==> src/rtl/operand_select_stage_pkg.sv <==
// Shared definitions for the operand-select stage: instruction frame, RISC-V major
// opcodes and the operand select kinds decoded from them.
package operand_select_stage_pkg;

    typedef struct packed {
        logic [6:0] opcode;
        logic [4:0] rs1;
        logic [4:0] rs2;
    } src_frame_t;

    localparam logic [6:0] OpcR  = 7'b0110011;
    localparam logic [6:0] OpcI1 = 7'b0010011;
    localparam logic [6:0] OpcI2 = 7'b0000011;
    localparam logic [6:0] OpcI3 = 7'b1100111;
    localparam logic [6:0] OpcU1 = 7'b0110111;
    localparam logic [6:0] OpcU2 = 7'b0010111;
    localparam logic [6:0] OpcS  = 7'b0100011;
    localparam logic [6:0] OpcB  = 7'b1100011;
    localparam logic [6:0] OpcJ  = 7'b1101111;
    localparam logic [6:0] OpcE  = 7'b1110011;

    typedef enum logic [1:0] {Op1Rs1, Op1Pc, Op1Zero} op1_sel_e;
    typedef enum logic [1:0] {Op2Rs2, Op2Imm, Op2Link, Op2Rexp} op2_sel_e;

    function automatic op1_sel_e decode_op1(input logic [6:0] opc);
        case (opc)
            OpcJ, OpcU2: return Op1Pc;
            OpcU1:       return Op1Zero;
            default:     return Op1Rs1;
        endcase
    endfunction

    function automatic op2_sel_e decode_op2(input logic [6:0] opc);
        case (opc)
            OpcI1, OpcI2, OpcU1, OpcU2, OpcS, OpcB: return Op2Imm;
            OpcJ, OpcI3:                            return Op2Link;
            OpcE:                                   return Op2Rexp;
            default:                                return Op2Rs2;
        endcase
    endfunction

    function automatic logic reads_rs1(input logic [6:0] opc);
        return !(opc == OpcJ || opc == OpcU1 || opc == OpcU2);
    endfunction

    function automatic logic reads_rs2(input logic [6:0] opc);
        return (opc == OpcR || opc == OpcS || opc == OpcB);
    endfunction

endpackage

==> src/rtl/fwd_mux.sv <==
// Forwarding priority mux: lowest-index matching port wins; register x0 always reads 0.
module fwd_mux #(
    parameter int unsigned XLEN = 32,
    parameter int unsigned NFWD = 2
) (
    input  logic [4:0]         addr,
    input  logic [XLEN-1:0]    reg_value,
    input  logic [NFWD-1:0]    fwd_valid,
    input  logic [5*NFWD-1:0]  fwd_addr,
    input  logic [XLEN*NFWD-1:0] fwd_data,
    output logic [XLEN-1:0]    value
);

    always_comb begin
        value = reg_value;
        // Scan oldest to youngest so the youngest match overwrites last.
        for (int i = NFWD - 1; i >= 0; i--) begin
            if (fwd_valid[i] && fwd_addr[5*i +: 5] == addr) begin
                value = fwd_data[XLEN*i +: XLEN];
            end
        end
        if (addr == 5'd0) begin
            value = '0;
        end
    end

endmodule

==> src/rtl/operand_select_stage.sv <==
// Operand-select pipeline stage: forwards sources, picks operands by opcode, stalls on
// load-use hazards and registers the result behind a valid/ready handshake.
module operand_select_stage
    import operand_select_stage_pkg::*;
#(
    parameter int unsigned XLEN        = 32,
    parameter int unsigned NFWD        = 2,
    parameter int unsigned LINK_OFFSET = 4,
    parameter int unsigned CNTW        = 16
) (
    input  logic                 clk,
    input  logic                 rst_n,
    input  logic                 flush,
    input  logic                 in_valid,
    output logic                 in_ready,
    input  logic [6:0]           opcode,
    input  logic [4:0]           rs1_addr,
    input  logic [4:0]           rs2_addr,
    input  logic [XLEN-1:0]      rs1_value,
    input  logic [XLEN-1:0]      rs2_value,
    input  logic [XLEN-1:0]      imm,
    input  logic [XLEN-1:0]      pc,
    input  logic [XLEN-1:0]      rexp_value,
    input  logic [NFWD-1:0]      fwd_valid,
    input  logic [5*NFWD-1:0]    fwd_addr,
    input  logic [XLEN*NFWD-1:0] fwd_data,
    input  logic                 load_pending,
    input  logic [4:0]           load_rd,
    output logic                 out_valid,
    input  logic                 out_ready,
    output logic [XLEN-1:0]      oprand_1,
    output logic [XLEN-1:0]      oprand_2,
    output logic [CNTW-1:0]      stall_cnt
);

    logic [XLEN-1:0] rs1_fwd, rs2_fwd;
    logic [XLEN-1:0] op1_d, op2_d, op1_q, op2_q;
    logic            valid_q;
    logic [CNTW-1:0] stall_cnt_q;
    logic            hazard, capture;
    op1_sel_e        op1_sel;
    op2_sel_e        op2_sel;

    fwd_mux #(.XLEN(XLEN), .NFWD(NFWD)) u_fwd_rs1 (
        .addr      (rs1_addr),
        .reg_value (rs1_value),
        .fwd_valid (fwd_valid),
        .fwd_addr  (fwd_addr),
        .fwd_data  (fwd_data),
        .value     (rs1_fwd)
    );

    fwd_mux #(.XLEN(XLEN), .NFWD(NFWD)) u_fwd_rs2 (
        .addr      (rs2_addr),
        .reg_value (rs2_value),
        .fwd_valid (fwd_valid),
        .fwd_addr  (fwd_addr),
        .fwd_data  (fwd_data),
        .value     (rs2_fwd)
    );

    always_comb begin
        op1_sel = decode_op1(opcode);
        op2_sel = decode_op2(opcode);
        hazard  = load_pending && (load_rd != 5'd0) &&
                  ((reads_rs1(opcode) && load_rd == rs1_addr) ||
                   (reads_rs2(opcode) && load_rd == rs2_addr));
        in_ready = rst_n && (!valid_q || out_ready) && !hazard && !flush;
        capture  = in_valid && in_ready;

        case (op1_sel)
            Op1Pc:   op1_d = pc;
            Op1Zero: op1_d = '0;
            default: op1_d = rs1_fwd;
        endcase

        case (op2_sel)
            Op2Imm:  op2_d = imm;
            Op2Link: op2_d = XLEN'(LINK_OFFSET);
            Op2Rexp: op2_d = rexp_value;
            default: op2_d = rs2_fwd;
        endcase
    end

    always_ff @(posedge clk) begin
        if (!rst_n) begin
            valid_q     <= 1'b0;
            op1_q       <= '0;
            op2_q       <= '0;
            stall_cnt_q <= '0;
        end else begin
            if (flush) begin
                valid_q <= 1'b0;
            end else if (capture) begin
                valid_q <= 1'b1;
                op1_q   <= op1_d;
                op2_q   <= op2_d;
            end else if (valid_q && out_ready) begin
                valid_q <= 1'b0;
            end
            if (in_valid && hazard && !flush && stall_cnt_q != '1) begin
                stall_cnt_q <= stall_cnt_q + CNTW'(1);
            end
        end
    end

    assign out_valid = valid_q;
    assign oprand_1  = op1_q;
    assign oprand_2  = op2_q;
    assign stall_cnt = stall_cnt_q;

endmodule
==> config.mk <==
export PLATFORM = sky130hd
export DESIGN_NAME = operand_select_stage
export DESIGN_NICKNAME = d
export VERILOG_FILES = /design/src/rtl/operand_select_stage_pkg.sv /design/src/rtl/fwd_mux.sv /design/src/rtl/operand_select_stage.sv
export SDC_FILE = /design/constraint.sdc
export NUM_CORES = 1
export LEC_CHECK = 0
export BUFFER_PORTS_ARGS = -buffer_cell sky130_fd_sc_hd__buf_2
export CELL_PAD_IN_SITES_DETAIL_PLACEMENT = 1
export CELL_PAD_IN_SITES_GLOBAL_PLACEMENT = 1
export CORE_ASPECT_RATIO = 0.7
export CORE_MARGIN = 2
export CORE_UTILIZATION = 34
export CTS_CLUSTER_DIAMETER = 150
export DETAILED_ROUTE_END_ITERATION = 10
export GPL_ROUTABILITY_DRIVEN = 1
export PLACE_DENSITY_LB_ADDON = 0.25
export SYNTH_ARGS = -nofsm -noshare
export SYNTH_HDL_FRONTEND = slang
export SYNTH_HIERARCHICAL = 1
export SYNTH_SLANG_ARGS = --single-unit
export TNS_END_PERCENT = 50
==> constraint.sdc <==
create_clock -name clk -period 3.6 [get_ports clk]
set_input_delay 0.18 -clock clk [delete_from_list [all_inputs] [get_ports clk]]
set_output_delay 0.18 -clock clk [all_outputs]
set_load 0.01 [all_outputs]
==> qor.yml, run 1 <==
detailed_routing:
  drtPass1Iterations: 8
  wirelength_mm: 33.7
  drt-initial-drc-count: 942
  route.vias.total: 8379
  via_per_inst: 6.16
  antenna_left: 0
  drc: 0
  wl_per_cell_microns: 24.8
timing:
  min_period_ns: 2.55
  finalCritPeriodShare_pct: 70.7
  tns_ns: 0
  hold_viol_final: 0
  rsz0062_at_grt: "no"
  timing.slew.headroom_pct: 21.3
  skew_ns: 0.00711
  worstMarginPinSlew_ns: 1.18
  finalSetupViolations: 0
  fmax_ghz: 0.393
  slew_viol_final: 0
place:
  port_buffers: 345
  dp_hpwl_mm: 25.0
  dpl_cell_area_sq_um: 8310
  gp_congestion: 0.917
yosys:
  yosys_register_bits: 81
  ys.flop_type: "dfxtp_1"
  ys_seq_area_share_pct: 24.8
  syn_inst: 829
  synth_enable_flop_cells: 0
  avgSynthCellArea_sq_um: 7.89
  synthDistinctLibCells: 51
  synthArstFlopShare_pct: 0
  ys_warn_count: 6
  yosysTopAreaCell: "dfxtp_1"
  netlist_area_sq_um: 6540
  synth_top_area_share_pct: 24.8
  synth.area.top_cells: "dfxtp_1, a311oi_2, o21ai_0"
  syn-num-nets: 1095
pwr:
  vdd_drop_max_mv: 0.232
  power-per-cell-area_nw_per_um2: 317
  power_leakage_nw: 3.34
  finalPower_mw: 2.74
clock_tree:
  cts-htree-levels: 3
  clock-sinks: 81
  post_cts_resized: 0
  clk_latency_ns: 0.35
  clockRootBuffer: "clkbuf_16"
  clockBufferDepth: 2
  cts_tree: "built"
  hold_buffers: 0
  postCtsSetupBuffers: 0
  path_clk_slew_ns: 0.07
  cts-buffers-inserted: 9
global_route:
  grt_max_degree: 129
  grt_pass1_vias: 8229
  grt-ovfl-total: 0
  grt_usage_pct: 32.0
  grt_pass1_wl_mm: 49.9
  antenna_found_initial: 6
worst_setup_path:
  cpPeakStageDelay_ns: 0.87
  crit_fanout: 65
  crit_family: "compound AO/OA/AOI/OAI gates"
  worst_setup_path_end_kind: "register"
  crit_buf_inv: 2
  path_cells: "buf_2 > buf_4 > nand2_1 > o21ai_0 > a311oi_2 > a22oi_1 > o21ai_0"
  crit_path_start_kind: "primary input"
  crit_type: "primary input to register"
  worstPathRequired_ns: 3.81
  cp_common_cell: "o21ai_0"
  arrival_ns: 2.75
  cp_slowest_cell: "nand2_1"
final_layout:
  syn2layout_area_growth_pct: 32.0
  drive_gt1_share_pct: 41.1
  num-nets-final: 1374
  fin_area_sq_um: 8630
  fillers: 2403
floorplan:
  die_w_microns: 170
  io_pins: 346
  core_area_sq_um: 18900
  dieArea_sq_um: 20400
  die_h_microns: 120
  start_util_pct: 34.7
  rows: 42
min_path:
  hp-class: "primary input to register"
run_status:
  outcome: "completed"
flow_run:
  cap_violations: 0
-- flip-flops by register name, indices dropped and copies added (netlist names) --
register / flops
oprand_2: 32
stall_cnt: 16
oprand_1: 32
out_valid: 1
-- tightest hold or removal path, cell delays in order --
cell     delay [ns]
buf_2          0.11
nand3_1        0.06
a21oi_1        0.06
-- synthesized netlist by cell type (5+ instances only) --
cell type / n
buf_2: 20
nor2b_1: 6
inv_1: 5
o31ai_1: 5
nand4_1: 72
buf_6: 10
or3_1: 8
a222oi_1: 22
buf_1: 5
nor3_1: 69
a21oi_1: 23
nand2b_1: 8
a311oi_2: 60
dfxtp_1: 81
nor2_1: 17
o21ai_0: 136
nand3_1: 78
clkbuf_1: 64
xnor2_1: 27
mux2i_1: 10
a22oi_1: 31
nand2_1: 17
or4_1: 8
-- worst paths after layout --
| check | to | startpoint | slack, ns | cells after the start |
|---|---|---|---|---|
| worst max register to register | stall_cnt[3] | stall_cnt[0] | 1.45 | 6 |
| worst min-delay path | out_valid | in_valid | 0.11 | 3 |
| worst min register to register | oprand_2[0] | oprand_2[0] | 0.47 | 2 |
| worst max-delay path | oprand_1[6] | fwd_valid[1] | 1.05 | 7 |
-- metal layers --
layer,vias up,GRT usage (%),wire length [microns]
li1,3878,-,-
met1,4016,46.0,15100
met2,452,48.7,14700
met3,31,6.73,3350
met4,2,7.75,487
met5,-,0,16
-- final cells by class --
class                      instances  area, sq um  area share [%]
tap                              242          303            3.51
antenna                            5         12.5           0.145
timing repair buffer             369         1920            22.2
inverter                           5         18.8           0.217
multi-input combinational        642         4450            51.5
sequential                        81         1620            18.8
clock buffer                       9          225            2.61
clock inverter                     7         85.1           0.986
-- logic make-up after synthesis --
logic type | after synthesis | share of synthesized area [%]
buffers and inverters | 106 | 7.73
muxes | 10 | 1.53
DFF | 81 | 24.8
xor gates and xnor gates | 30 | 4.02
AOI/OAI and AO/OA | 300 | 36.3
and+or+nand+nor | 300 | 25.3
adders and majority gates | 2 | 0.383
-- where the power goes --
| part | internal [mW] | switching [mW] | leakage [nW] |
|---|---|---|---|
| sequential | 0.940 | 0.0235 | 0.660 |
| combinational | 0.309 | 0.445 | 2.53 |
| clock | 0.554 | 0.466 | 0.147 |
| total | 1.80 | 0.935 | 3.34 |
-- cell usage in the layout (no fill, tap or decap), drive strengths merged, types with 2 or more instances in the layout --
| cell | n |
|---|---|
| buf | 369 |
| o21ai | 139 |
| dfxtp | 81 |
| nand3 | 78 |
| nand4 | 74 |
| nor3 | 69 |
| a311oi | 62 |
| a22oi | 31 |
| xnor2 | 27 |
| a21oi | 23 |
| a222oi | 22 |
| nor2 | 19 |
| nand2 | 17 |
| mux2i | 10 |
| clkbuf | 9 |
| or4 | 9 |
| inv | 9 |
| nand2b | 8 |
| or3 | 8 |
| nor2b | 6 |
| diode | 5 |
| o31ai | 5 |
| and4 | 4 |
| xor2 | 3 |
| a211oi | 3 |
| and3 | 2 |
| o211ai | 2 |
| o41ai | 2 |
| ha | 2 |
| clkinvlp | 2 |
| or2 | 2 |
| o22a | 2 |
-- stage by stage --
step	cells	utilization, %	setup WS (ns)	hold WS [ns]
after CTS	1355	45.7	1.09	0.0984
after detailed placement	1339	44.0	0.723	0.452
after global routing	1360	45.7	0.924	0.127
after floorplan	829	-	1.46	0.330
after global placement	1339	44.0	0.849	0.442
final	1360	45.7	1.05	0.110
Power figures use the tool's default switching activity.
==> inputs of run 2 (changes only) <==
--- a/config.mk
+++ b/config.mk
@@ -5,12 +5,13 @@
 export SDC_FILE = /design/constraint.sdc
 export NUM_CORES = 1
 export LEC_CHECK = 0
+export ABC_AREA = 1
 export BUFFER_PORTS_ARGS = -buffer_cell sky130_fd_sc_hd__buf_2
 export CELL_PAD_IN_SITES_DETAIL_PLACEMENT = 1
 export CELL_PAD_IN_SITES_GLOBAL_PLACEMENT = 1
 export CORE_ASPECT_RATIO = 0.7
 export CORE_MARGIN = 2
-export CORE_UTILIZATION = 34
+export CORE_UTILIZATION = 30
 export CTS_CLUSTER_DIAMETER = 150
 export DETAILED_ROUTE_END_ITERATION = 10
 export GPL_ROUTABILITY_DRIVEN = 1
==> constraint.sdc (replaced) <==
create_clock -name clk -period 2.62 [get_ports clk]
set_input_delay 0.131 -clock clk [delete_from_list [all_inputs] [get_ports clk]]
set_output_delay 0.131 -clock clk [all_outputs]
set_load 0.01 [all_outputs]
==> run 2 against run 1 <==
Net effect:
- largest power group is now sequential cells
- sequential share of layout area down 1.6 points
- sequential power up 35%
- critical path depth up 4
- count of clock-buffer cells in the layout up 1
- worst hold slack worse by 0.044 ns
- final cell count up 45%
- synthesized cell count up 62%
- area after synthesis up 11%
- critical endpoint is now stall_cnt[13]
- first-iteration DRC count down 32%
- clock power up 27%
- global-route usage down 2.6 points
==> qor.yml, run 2 <==
run_status:
  outcome: "completed"
worst_setup_path:
  crit_fanout: 6
  arrival_ns: 2.45
  worst_setup_path_end_kind: "register"
  crit_path_start_kind: "register"
  r2r_slack_ns: 0.46
  r2r_start: "stall_cnt[0]"
  crit_type: "register to register"
  r2r-end: "stall_cnt[13]"
  reg2reg_depth: 11
  worstPathRequired_ns: 2.90
min_path:
  min_path_cells: 3
  hold_path.startpoint: "flush"
  min_to: "out_valid"
  hp-class: "primary input to register"
yosys:
  syn-num-nets: 1612
  synth_enable_flop_cells: 0
  synth.area.top_cells: "dfxtp_1, nand2_1, nor2_1"
  synthArstFlopShare_pct: 0
  synth_top_area_share_pct: 22.2
  netlist_area_sq_um: 7290
  yosysTopAreaCell: "dfxtp_1"
  synthDistinctLibCells: 29
  syn_inst: 1346
  synth_most_common_cell: "nand2_1"
  yosys-top-cells-count: "nand2_1, nor2_1, nand3_1, inv_1, dfxtp_1"
  ys_warn_count: 6
  ys.flop_type: "dfxtp_1"
  yosys_register_bits: 81
  ys_seq_area_share_pct: 22.2
  avgSynthCellArea_sq_um: 5.41
clock_tree:
  clock-sinks: 81
  post_cts_resized: 0
  hold_buffers: 0
  clk_latency_ns: 0.35
  cts-buffers-inserted: 9
  clockBufferDepth: 2
  cts_tree: "built"
  cts-htree-levels: 3
  clockRootBuffer: "clkbuf_16"
  postCtsSetupBuffers: 0
  path_clk_slew_ns: 0.07
pwr:
  vdd_drop_max_mv: 0.280
  power_leakage_nw: 5.25
  power-per-cell-area_nw_per_um2: 389
detailed_routing:
  antenna_left: 0
  drt-initial-drc-count: 644
  drc: 0
  drtPass1Iterations: 5
  wl_per_cell_microns: 19.5
  route.vias.total: 9933
  via_per_inst: 5.03
  wirelength_mm: 38.4
timing:
  fmax_ghz: 0.462
  slew_viol_final: 0
  skew_ns: 0.00997
  rsz0062_at_grt: "no"
  timing.slew.headroom_pct: 17.0
  finalSetupViolations: 0
  finalCritPeriodShare_pct: 82.6
  hold_slack_ns: 0.0669
  min_period_ns: 2.16
  worstMarginPinSlew_ns: 1.24
  tns_ns: 0
  hold_viol_final: 0
floorplan:
  dieArea_sq_um: 25600
  rows: 47
  start_util_pct: 30.7
  die_h_microns: 134
  io_pins: 346
  die_w_microns: 190
  core_area_sq_um: 23800
final_layout:
  final_common_cell: "nand2_1"
  num-nets-final: 1907
  drive_gt1_share_pct: 26.0
  most-common-layout-cells: "nand2_1, buf_2, nor2_1"
  fillers: 3419
  seqCellArea_sq_um: 1620
  multi_input_area_sq_um: 4660
  syn2layout_area_growth_pct: 29.5
global_route:
  grt_pass1_wl_mm: 57.4
  grt_pass1_vias: 9659
  antenna_found_initial: 13
  grt_usage_pct: 29.4
  grt_max_degree: 65
  grt-ovfl-total: 0
place:
  port_buffers: 345
  gp_congestion: 0.885
  dp_hpwl_mm: 30.4
flow_run:
  cap_violations: 0
[run 2: cell types whose count changed after synthesis, moves of 24 or more]
cell,delta
clkbuf_1,-38
a22oi_1,-31
nor2_1,+251
xnor2_1,-24
inv_1,+109
nand3_1,+45
a21oi_1,+56
nor3_1,-64
o21ai_0,-91
nand2_1,+394
a311oi_2,-60
[run 2: how the worst max path moves through the flow]
stage                       from       endpoint  slack [ns]  depth (start not counted)
floorplan           stall_cnt[0]  stall_cnt[13]        0.89                         10
global placement     rs2_addr[2]    oprand_2[0]        0.28                         13
detailed placement     opcode[6]   oprand_1[29]        0.24                         11
CTS                 stall_cnt[0]  stall_cnt[13]        0.45                         10
global route        stall_cnt[0]  stall_cnt[13]        0.25                         11
finish              stall_cnt[0]  stall_cnt[13]        0.46                         11
[run 2: report_power, final]
part / switching [mW] / leakage, nW / internal [mW] / total [mW]
Sequential: 0.0255 / 0.658 / 1.27 / 1.30
Combinational: 0.685 / 4.45 / 0.388 / 1.07
Clock: 0.540 / 0.141 / 0.758 / 1.30
Total: 1.25 / 5.25 / 2.42 / 3.67
[run 2: per-stage QoR]
step,std cells,total power [mW],setup WS [ns],area (sq um),utilization (%)
2_1_floorplan,1346,1.88,0.888,7290,-
3_5_place_dp,1948,2.39,0.241,9120,38.4
6_report,1973,3.67,0.456,9440,39.7
4_1_cts,1962,3.69,0.455,9410,39.6
3_3_place_gp,1948,2.38,0.280,9120,38.4
5_1_grt,1968,3.86,0.254,9430,39.7
[run 2: kinds of logic (layout without fill, tap and decap cells)]
kind of cell	after synthesis	count (layout)	synth area share, %
compound gates	140	140	9.75
xor+xnor	3	3	0.361
fa+ha+maj	2	2	0.343
buf+inv	217	515	13.9
flops	81	81	22.2
other cells	0	11	0
simple gates	903	903	53.4
[run 2: metal layers]
metal  wire (microns)  global-route usage, %
met4              298                   4.78
met2            16800                   45.4
met5               41                      0
met1            18100                   42.1
met3             3180                   6.83
[run 2: final cells by class]
type / instances / share of cell area [%]
multi-input cells: 1048 / 49.4
clock inverters: 4 / 0.583
flip-flops and latches: 81 / 17.2
well taps: 318 / 4.21
inverters: 133 / 5.29
clock buffers: 10 / 2.53
repair buffers: 368 / 20.5
diodes: 11 / 0.292
[run 2: critical path: stages, from the launching register on]
cell     delay [ns]
dfxtp_1        0.38
ha_1           0.21
nand2_1        0.09
nor3_2         0.26
inv_1          0.08
nor2_1         0.27
nand3_1        0.11
nand4_1        0.29
inv_2          0.14
nand3_1        0.10
nand2_1        0.05
nor2_1         0.10
==> inputs of run 3 (changes only) <==
--- a/config.mk
+++ b/config.mk
@@ -5,13 +5,13 @@
 export SDC_FILE = /design/constraint.sdc
 export NUM_CORES = 1
 export LEC_CHECK = 0
-export ABC_AREA = 1
+export ABC_AREA = 0
 export BUFFER_PORTS_ARGS = -buffer_cell sky130_fd_sc_hd__buf_2
 export CELL_PAD_IN_SITES_DETAIL_PLACEMENT = 1
 export CELL_PAD_IN_SITES_GLOBAL_PLACEMENT = 1
 export CORE_ASPECT_RATIO = 0.7
 export CORE_MARGIN = 2
-export CORE_UTILIZATION = 30
+export CORE_UTILIZATION = 32
 export CTS_CLUSTER_DIAMETER = 150
 export DETAILED_ROUTE_END_ITERATION = 10
 export GPL_ROUTABILITY_DRIVEN = 1
==> constraint.sdc (replaced) <==
create_clock -name clk -period 2.1 [get_ports clk]
set_input_delay 0.105 -clock clk [delete_from_list [all_inputs] [get_ports clk]]
set_output_delay 0.105 -clock clk [all_outputs]
set_load 0.01 [all_outputs]
==> run 3 against run 2 <==
Net effect:
- die area fell by 16%
- via count down 13%
- global-route usage up 0.93 points
- core utilization up 7.4 points
- critical path type unchanged
==> qor.yml, run 3 (synthesized netlist as in run 1, its figures left out) <==
detailed_routing:
  antenna_left: 0
  drtPass1Iterations: 8
  route.vias.total: 8607
  wirelength_mm: 33.8
  wl_per_cell_microns: 23.3
  via_per_inst: 5.93
  drt-initial-drc-count: 808
  drc: 0
worst_setup_path:
  crit_type: "register to register"
  path_cells: "and4_1 > buf_4 > nand3_1 > nor2_1 > o21ai_0 > or4_1 > a21oi_1"
  r2r_start: "stall_cnt[5]"
  crit_fanout: 4
  arrival_ns: 2.29
  cpPeakStageDelay_ns: 0.53
  cp-startpoint: "stall_cnt[5]"
  crit_path_start_kind: "register"
  worstPathRequired_ns: 2.37
  cp_slowest_cell: "or4_1"
  worst_setup_path_end_kind: "register"
clock_tree:
  clock-sinks: 81
  clk_latency_ns: 0.34
  cts-buffers-inserted: 9
  cts_tree: "built"
  cts-htree-levels: 3
  path_clk_slew_ns: 0.08
  clockBufferDepth: 2
  clockRootBuffer: "clkbuf_16"
timing:
  fmax_ghz: 0.496
  min_period_ns: 2.02
  timing.slew.headroom_pct: 44.7
  finalWorstSetupSlack_ns: 0.0834
  finalSetupViolations: 0
  hold_viol_final: 0
  skew_ns: 0.00833
  finalCritPeriodShare_pct: 96.0
  slew_viol_final: 0
  worstMarginPinSlew_ns: 0.829
  tns_ns: 0
global_route:
  grt_usage_pct: 30.3
  antenna_found_initial: 6
  grt_pass1_wl_mm: 50.3
  grt_max_degree: 70
  grt_pass1_vias: 8551
  grt-ovfl-total: 0
min_path:
  hold_path.startpoint: "pc[27]"
  hp-class: "primary input to register"
pwr:
  power-per-cell-area_nw_per_um2: 511
  vdd_drop_max_mv: 0.375
  power_leakage_nw: 3.75
floorplan:
  io_pins: 346
  start_util_pct: 32.8
  die_w_microns: 175
  core_area_sq_um: 19900
  dieArea_sq_um: 21600
  rows: 43
  die_h_microns: 124
final_layout:
  most-common-layout-cells: "buf_2, o21ai_0, dfxtp_1"
  final_common_cell: "buf_2"
  num-nets-final: 1437
  drive_gt1_share_pct: 44.3
  syn2layout_area_growth_pct: 43.6
place:
  gp_congestion: 0.952
  dp_hpwl_mm: 26.4
  port_buffers: 345
  preCtsSetupSlack_ns: -0.172
run_status:
  outcome: "completed"
flow_run:
  cap_violations: 0
## run 3: cell count changes in the layout (fill, tap and decap cells not counted), moves of 31 or more
cell      change
o21ai_0      +91
nor2_1      -251
a311oi_2     +60
inv_1       -109
nand3_1      -45
nor3_1       +64
a22oi_1      +31
a21oi_1      -56
nand2_1     -394
buf_4        +46
## run 3: timing repair
action | in CTS | in global routing
gates resized for setup | 0 | 1
hold buffers | 0 | 0
hold endpoints to repair | 0 | 0
endpoints found under the setup margin | 0 | 9
setup buffers | 0 | 1
## run 3: per-layer routing
| metal | track usage [%] | share of wire [%] | vias up |
|---|---|---|---|
| met3 | 8.00 | 9.0 | 34 |
| met4 | 6.04 | 1.3 | 0 |
| li1 | - | - | 3994 |
| met5 | 0 | 0 | - |
| met1 | 42.2 | 46 | 4193 |
| met2 | 47.6 | 44 | 386 |
## run 3: area by class of cell
type,instances,area (sq um)
timing repair buffer,432,2640
clock inverter,7,83.8
antenna,5,12.5
sequential,81,1620
clock buffer,9,225
multi-input combinational,642,4450
tap,270,338
fill,2520,10500
inverter,5,18.8
## run 3: report_power, final
group          total, mW  internal (mW)  leakage [nW]  switching [mW]
sequential          1.65           1.61         0.660          0.0392
clock               1.74          0.951         0.149           0.793
combinational       1.41          0.630          2.94           0.776
## run 3: final timing paths
kind	to	slack (ns)	cells past startpoint
setup / recovery	stall_cnt[13]	0.08	7
hold reg to reg	oprand_2[6]	0.47	2
hold / removal	oprand_1[27]	0.03	3
setup reg to reg	stall_cnt[13]	0.08	7
## run 3: through the flow
step	power, mW	std cells	util [%]	hold slack, ns	cell area (sq um)
6_report	4.80	1451	47.2	0.0323	9390
5_1_grt	5.01	1448	47.1	0.0305	9380
4_1_cts	4.82	1445	47.0	0.0276	9360
3_5_place_dp	3.07	1429	45.4	0.394	9050
3_3_place_gp	3.04	1429	45.4	0.381	9050
2_1_floorplan	2.34	829	-	0.255	6540
## run 3: critical path, delay by kind of cell (launching register included)
kind / cells / cell delay [ns]
flip-flops: 1 / 0.38
buffers and inverters: 1 / 0.13
AO/OA/AOI/OAI: 2 / 0.39
AND/OR/NAND/NOR: 4 / 1.04
